## config.mk

```make
export PLATFORM = sky130hd
export DESIGN_NAME = reg_wr_decoder
export DESIGN_NICKNAME = d
export VERILOG_FILES = /design/src/rtl/reg_wr_decoder.sv
export SDC_FILE = /design/constraint.sdc
export NUM_CORES = 1
export LEC_CHECK = 0
export ABC_AREA = 1
export CELL_PAD_IN_SITES_DETAIL_PLACEMENT = 0
export CELL_PAD_IN_SITES_GLOBAL_PLACEMENT = 2
export CORE_MARGIN = 2
export CORE_UTILIZATION = 31
export DETAILED_ROUTE_END_ITERATION = 10
export PLACE_DENSITY = 0.86
export SYNTH_ARGS = -nofsm -noshare
export SYNTH_HDL_FRONTEND = slang
export SYNTH_SLANG_ARGS = --single-unit
```

## constraint.sdc

```tcl
create_clock -name clk -period 4.2 [get_ports clk]
set_input_delay 0.42 -clock clk [delete_from_list [all_inputs] [get_ports clk]]
set_output_delay 0.42 -clock clk [all_outputs]
set_load 0.03 [all_outputs]
```

## src/rtl/reg_wr_decoder.sv

```systemverilog
// reg_wr_decoder: registered N-to-2^N register-file write-enable decoder with a
// self-timed clear sweep that pulses every write line once, in index order.
module reg_wr_decoder #(
  parameter int ADDR_W    = 5,
  parameter int ZERO_MASK = 1
) (
  input  logic                 clk,
  input  logic                 rst,
  input  logic                 en,
  input  logic [ADDR_W-1:0]    a,
  input  logic                 clear_req,
  output logic [2**ADDR_W-1:0] y,
  output logic [ADDR_W-1:0]    sweep_addr,
  output logic                 busy,
  output logic                 done
);
  localparam int N = 2**ADDR_W;
  localparam logic [ADDR_W-1:0] START = ADDR_W'(ZERO_MASK != 0);
  localparam logic [ADDR_W-1:0] MAX = '1;
  typedef enum logic {IDLE, SWEEP} state_t;
  state_t state, state_n;
  logic [ADDR_W-1:0] cnt, cnt_n, inc, sa_n;
  logic [N-1:0] y_n;
  logic busy_n, done_n;
  assign inc = cnt + ADDR_W'(1);
  always_ff @(posedge clk or posedge rst)
    if (rst) begin
      state      <= IDLE;
      cnt        <= '0;
      y          <= '0;
      sweep_addr <= '0;
      busy       <= 1'b0;
      done       <= 1'b0;
    end else begin
      state      <= state_n;
      cnt        <= cnt_n;
      y          <= y_n;
      sweep_addr <= sa_n;
      busy       <= busy_n;
      done       <= done_n;
    end
  // clear_req beats a same-cycle write; sweep ends at MAX so cnt never wraps
  always_comb begin
    state_n = state;
    cnt_n   = cnt;
    y_n     = '0;
    sa_n    = '0;
    busy_n  = 1'b0;
    done_n  = 1'b0;
    if (state == IDLE) begin
      if (clear_req) begin
        state_n = SWEEP;
        cnt_n   = START;
        y_n     = N'(1) << START;
        sa_n    = START;
        busy_n  = 1'b1;
      end else
        y_n = (en && !(ZERO_MASK != 0 && a == '0)) ? N'(1) << a : '0;
    end else if (cnt != MAX) begin
      cnt_n  = inc;
      y_n    = N'(1) << inc;
      sa_n   = inc;
      busy_n = 1'b1;
    end else begin
      state_n = IDLE;
      cnt_n   = '0;
      done_n  = 1'b1;
    end
  end
endmodule

```

### Word-level counts from Yosys, hierarchy flattened

Index checks and enable logic that the tools add are counted.

* register bits after elaboration: 44
* input bits: 9
* output and inout port bits: 39

* add/sub/neg operators: 1
* eq/ne operators: 1
* shift operators: 2
* multiplexer cells: 14
* reduce and logical (&&, ||, !) cells: 4

Operators by type and width (number)
* 32-bit two-way mux: 4
* 1-bit by 5-bit left shift with 32-bit output, first input constant: 2
* 5-bit two-way mux: 4
* 1-bit two-way mux: 6
* 5-bit by 1-bit adder with 5-bit output, second input constant: 1
* 5-bit zero test: 1
* 5-bit inequality test, second input constant: 1
* 2-bit nonzero test: 1
* 1-bit logical AND: 1
* 1-bit zero test: 1

### Longest topological paths before layout

Gate-level depths: netlist of the first run.

* depth after elaboration: 6
* depth in mapped cells: 10
* depth with buffers taken out: 9

### Worst setup path before layout of the first run

No wires, ideal clock.

* kind: reg2reg
* from: register cnt[0]
* to: register y[18]
* data arrival time: 1.628 ns
* path slack: 2.507 ns
* cell stages (with the launch flop): 10
* buffers on the path: 1
* period minus slack after synthesis: 1.693 ns
* cell sequence: dfrtp_1 > ha_1 > nand2_1 > nor2_1 > ha_1 > nand2_2 > nor2_4 > buf_4 > nand3_1 > nand2_1

* cells in the longest elaborated chain, start to end: 4
* elaborated cells on any way between the ends: 5

Ends and longest elaborated chain
* start, declared: RTL line 22 `logic [ADDR_W-1:0] cnt, cnt_n, inc, sa_n;`
* start signal, assigned: RTL line 36 `cnt <= cnt_n;`
* 5-bit by 1-bit adder with 5-bit output: RTL line 25 `assign inc = cnt + ADDR_W'(1);`
* 1-bit by 5-bit left shift with 32-bit output: RTL line 61 `y_n = N'(1) << inc;`
* 32-bit two-way mux *: RTL line 59 `end else if (cnt != MAX) begin`
* 32-bit two-way mux *: RTL line 50 `if (state == IDLE) begin`
* net y_n[18]: RTL line 23 `logic [N-1:0] y_n;`
* end signal, assigned: RTL line 37 `y <= y_n;`
* end, declared: RTL line 12 `output logic [2**ADDR_W-1:0] y,`

The timed path passes the listed nets; every way through them passes the cells marked *.
A chain may end at the register's enable or synchronous reset.

### Final worst setup path of the first run

* from: register cnt[0]
* to: register y[7]

Same word-level chain as after synthesis.

==> results of run 1 <==
## kinds of logic (layout without fill, tap and decap cells)
logic type	after synthesis	in the layout	share of synthesized area, %
adder cells (fa/ha/maj)	6	6	3.69
AO/OA/AOI/OAI	14	14	3.57
buffers and inverters	36	84	8.49
AND/OR/NAND/NOR	141	141	30.1
flip-flops	44	44	54.1
## final timing paths
path,startpoint,to,slack (ps),depth (start not counted)
min in group asynchronous,rst,y[25],560,3
min reg2reg,cnt[4],cnt[4],500,2
max,cnt[0],y[7],2220,9
max in group asynchronous,rst,cnt[3],3270,3
max reg2reg,cnt[0],y[7],2220,9
min,cnt[4],cnt[4],500,2
## flip-flops by register name (all words and copies together) (netlist names)
name	count
y	32
cnt	5
sweep_addr	5
done	1
state	1
## metrics by stage
stage	std cells	utilization [%]	cell area, sq um	setup WS (ps)
global route	366	41.7	2650	1990
detailed placement	358	40.0	2540	2210
CTS	366	41.7	2650	2200
finish	366	41.7	2650	2220
global placement	358	40.0	2540	2300
floorplan	241	-	2030	2510
## cell type report
type / instances / area, sq um / area share (%)
sequential: 44 / 1100 / 41.6
multi-input combinational: 161 / 761 / 28.7
timing repair buffer: 48 / 478 / 18.0
inverter: 28 / 105 / 3.97
tap: 77 / 96.3 / 3.64
clock buffer: 6 / 72.6 / 2.74
clock inverter: 2 / 35.0 / 1.32
## metal layers
layer | wire length (um) | track usage, % | up-vias | share of wire, %
met1 | 2480 | 22.0 | 785 | 51
li1 | - | - | 844 | -
met3 | 192 | 2.24 | 2 | 3.9
met5 | 0 | 0 | - | 0
met4 | 49 | 6.06 | 0 | 1.0
met2 | 2190 | 20.7 | 40 | 45
## layout by cell type, fill, tap and decap left out
cell type         n
nand3_2           1
nor2_1           29
o21ai_0           8
nand3_1          35
nand4_1           2
bufinv_16         1
inv_2             3
nor3_1            1
clkbuf_8          5
ha_1              6
clkinv_2          1
buf_4             1
nor2_4            2
nand2_2           4
dfrtp_1          44
nor2_2            1
nand2_1          66
o21ai_1           4
clkbuf_1          1
o22ai_1           2
clkinv_1          1
inv_1            24
clkdlybuf4s50_1  47
## worst max-delay path: stages, from the launching register on
cell,delay [ps]
dfrtp_1,460
ha_1,250
nand2_1,100
nor2_1,50
ha_1,250
inv_1,100
nand2_2,100
nor2_4,300
inv_1,130
o21ai_1,160
## power groups by stage
stage | registers, W | clock network (W) | logic [W]
2_1_floorplan | 0.000807 | 0 | 0.000445
3_3_place_gp | 0.000615 | 0 | 0.000932
3_5_place_dp | 0.000616 | 0 | 0.000932
4_1_cts | 0.000610 | 0.000328 | 0.000935
5_1_grt | 0.000623 | 0.000349 | 0.00102
6_report | 0.000608 | 0.000316 | 0.000921
==> metrics.txt, run 1 <==
Root Driver clkbuf_8; Comb power frac approximately half; Core Area around 6300 sq um; FFs w/ async S/R, synth 100%; Yosys top cell by area dfrtp_1; Avg WL per Cell roughly 13 um; Post-DP HPWL about 3600 um; hold crit path type reg -> reg; post-route clock period utilization a little under half; final routed DRC violation total 0; CTS tree done; Seq/Total Area, Yosys 54.1%; Mapped Cells approximately 240; DR pass1 iterations 4; main area contributors after synthesis dfrtp_1, nand2_1, nand3_1; pwr/cell area between 600 and 700 nW/um^2; Post-CTS Setup Bufs 0; cts hold-fix bufs 0; Syn Std Cell Area around 2000 sq um; Final Critical Period just under 2000 ps; final wirelength approximately 4900 um; Tightest Pin Transition approximately 530 ps; CTS buffer count 5; Crit Path Max Fanout 14; Worst setup SP type flop; post-cts sizing count 0; syn avg cell area roughly 8.4 sq um; Inserted Diodes 0; nets@finish a little over 300; Max-cap violations 0; Initial Util 32.0%; vias in the first global route between 1500 and 2000; initial antenna violation count 0; Area Overhead vs Synth 30.2%; total track usage 14.5%; synth cell count leaders nand2_1, dfrtp_1, nand3_1; Filler cells 638; count leader, synth nand2_1; CP Capture Type flop; Achievable Freq between 500 and 600 MHz; Final Setup Violations 0; clock share of power 17.1%; CP Class reg -> reg; Layout Skew between 10 and 15 ps; Seq pwr share between 30% and 40%; Req. time, crit path 4410 ps; Hold Worst Slack ~500 ps; die span in y between 80 and 90 um; worst path arrival time 2190 ps; number of flops mapped to enable cells by yosys 0; Chip Width 85.0 um; clk sinks 44; Synth cell types 19; Yosys top cell area share a little over half; DRT iter0 DRCs between 70 and 80; I/O Buffers 47; Clock transition at path regs roughly 90 ps; Routed Antenna Nets 0; Final Max Slew Viols 0; row count 29; Slew HR 64.4%; outcome finished, final reports clean; H-tree levels 2; Clock Path Buffers 2; via/cell ratio 4.57; synth warn 0; Clk Latency, worst-skew pair 290 ps; Final Hold Violating Endpoints 0; largest net degree at the start of global routing between 40 and 50; Placer Congestion roughly 0.83; Congestion Overflow GR 0; internal power 0.00102 W; leading register cell type out of synthesis dfrtp_1; peak supply drop ~0.00031 V; first-pass GRT wire length between 8000 and 9000 um; P_leak around 1.3 nW; Sw Pwr around 0.00083 W; Synth Register Bits 44; Switching Share between 40 and 50%; Pwr Total around 0.0018 W; DR vias 1671; TNS Setup 0 ps; Mapped Nets around 260; die area between 7000 and 8000 sq um; layout cell share with drive strength beyond 1 6.57%; RSZ-0062 raised after global routing no; Top Ports 48
Power figures use the tool's default switching activity.
==> run 2: changes to the inputs <==
--- a/config.mk
+++ b/config.mk
@@ -9,9 +9,9 @@
 export CELL_PAD_IN_SITES_DETAIL_PLACEMENT = 0
 export CELL_PAD_IN_SITES_GLOBAL_PLACEMENT = 2
 export CORE_MARGIN = 2
-export CORE_UTILIZATION = 31
+export CORE_UTILIZATION = 26
 export DETAILED_ROUTE_END_ITERATION = 10
-export PLACE_DENSITY = 0.86
+export PLACE_DENSITY = 0.77
 export SYNTH_ARGS = -nofsm -noshare
 export SYNTH_HDL_FRONTEND = slang
 export SYNTH_SLANG_ARGS = --single-unit
==> constraint.sdc (replaced) <==
create_clock -name clk -period 1.7 [get_ports clk]
set_input_delay 0.17 -clock clk [delete_from_list [all_inputs] [get_ports clk]]
set_output_delay 0.17 -clock clk [all_outputs]
set_load 0.03 [all_outputs]
==> metrics.txt, run 2 (synthesis gave the netlist of run 1 again) <==
outcome finished, final reports clean; Routed Antenna Nets 0; Inserted Diodes 0; nets@finish between 300 and 400; fin util 38.1%; cts hold-fix bufs 0; R2R Path End y[31]; Final Hold Violating Endpoints 0; Congestion Overflow GR 0; Slew HR 74.3%; Req. time, crit path a little under 2000 ps; Clk Latency, worst-skew pair 300 ps; die area 8550 sq um; commonest non-fill, non-tap cell in the layout nand2_1; Setup crit end y[31]; CP max stage delay between 400 and 500 ps; Post-DP HPWL 3940 um; Core Area around 7600 sq um; Final Critical Period 1660 ps; Crit Path Max Fanout 5; final wirelength between 5000 and 6000 um; r2r startpoint cnt[1]; biggest regs y: 32 flops, cnt: 5 flops, sweep_addr: 5 flops; DR vias about 1700; most flop-heavy register y; commonest cells after routing, fill and taps aside nand2_1, clkdlybuf4s50_1, dfrtp_1, nand3_1, nor2_1; CP Cell Sequence ha_4 > nand2_4 > nor2_4 > ha_4 > nand2_4 > nor2_4 > clkbuf_16 > nand3_1 > nand2_1; placed instance count about 400; DRT iter0 DRCs between 60 and 70; CP Class reg -> reg; RSZ-0062 raised after global routing yes; worst path arrival time 1910 ps; Tightest Pin Transition between 300 and 400 ps; via/cell ratio approximately 4.2; pre-CTS setup slack roughly 8.9 ps; Root Driver clkbuf_8; Initial Util 26.6%; final routed DRC violation total 0; first-pass GRT wire length ~8700 um; Placement Cell Area between 2000 and 3000 sq um; post-route clock period utilization between 90% and 100%; Worst Setup SP cnt[1]; H-tree levels 2; footprint of the multi-input gates between 800 and 900 sq um; I/O Buffers 47; CTS buffer count 5; Final Setup Violations 0; Filler cells between 700 and 800; Final Max Slew Viols 0; total track usage a little over an eighth; Largest register FFs 32; CTS tree done; Placer Congestion between 0.7 and 0.8; row count 32; CP Capture Type flop; largest net degree at the start of global routing 45; Chip Width between 90 and 100 um; worst setup margin 35.5 ps; r2r setup slk ~36 ps; vias in the first global route ~1700; Avg WL per Cell around 13 um; final instance area 2920 sq um; DR pass1 iterations 4; Slowest cell on crit path dfrtp_1; Layout Skew about 11 ps; peak supply drop between 0.0007 and 0.0008 V; Max-cap violations 0; clk sinks 44; Top Ports between 40 and 50; Worst setup SP type flop; Achievable Freq 601 MHz; hold crit path type in -> async; die span in y around 92 um; pwr/cell area between 1500 and 2000 nW/um^2; Area Overhead vs Synth 43.4%; Final Instance Count excl. Fillers between 400 and 500; layout cell share with drive strength beyond 1 14.1%; Clock transition at path regs roughly 90 ps; Clock Path Buffers 2; Storage cell area 1100 sq um; initial antenna violation count 0; r2r worst-path depth 9; P_leak 1.44 nW
==> run 2: routing by layer <==
metal / GRT usage (%) / vias to the layer above / wire (um)
met4: 4.10 / 0 / 43
met1: 18.6 / 801 / 2610
met5: 0 / - / 0
li1: - / 874 / -
met2: 20.3 / 32 / 2490
met3: 2.52 / 2 / 172
==> run 2: power by group <==
part | leakage (nW) | switching, W | internal [W] | total (W)
registers | 0.584 | 0.000145 | 0.00135 | 0.00149
logic | 0.798 | 0.00173 | 0.00118 | 0.00291
clock network | 0.0541 | 0.000379 | 0.000435 | 0.000814
total | 1.44 | 0.00226 | 0.00296 | 0.00522
==> run 2: timing repair <==
action / in CTS / in global routing
pin swaps: 0 / 5
endpoints found under the setup margin: 6 / 25
setup buffers: 0 / 2
cloned: 0 / 1
gates resized for setup: 3 / 10
==> run 2: worst min-delay path by stage <==
stage                    from  endpoint  slack [ps]  cells past startpoint
floorplan           clear_req     state         330                      2
global placement       cnt[4]    cnt[4]         490                      2
detailed placement     cnt[4]    cnt[4]         490                      2
CTS                       rst     y[30]         220                      3
global route              rst     y[22]         260                      3
finish                    rst     y[28]         220                      3
==> run 2: per-stage QoR <==
| stage | setup TNS, ps | total power [W] | hold WS, ps |
|---|---|---|---|
| final | 0 | 0.00522 | 219 |
| after global routing | -341 | 0.00557 | 258 |
| after CTS | 0 | 0.00498 | 225 |
| after detailed placement | 0 | 0.00416 | 489 |
| after global placement | 0 | 0.00416 | 486 |
| after floorplan | 0 | 0.00309 | 330 |
==> run 2: worst max-delay path, delay by kind of cell (launching register included) <==
kind                       cells  cell delay (ps)
adders and majority gates      2              480
buffers and inverters          1              190
DFF                            1              420
and+or+nand+nor                6              540
==> run 2: area by class of cell <==
class                   instances  share of cell area [%]
clock buffers                   5                    2.36
inverters                      28                    3.60
repair buffers                 64                    22.4
multi-input cells             161                    28.1
clock inverters                 3                    1.46
flip-flops and latches         44                    37.8
well taps                     102                    4.38
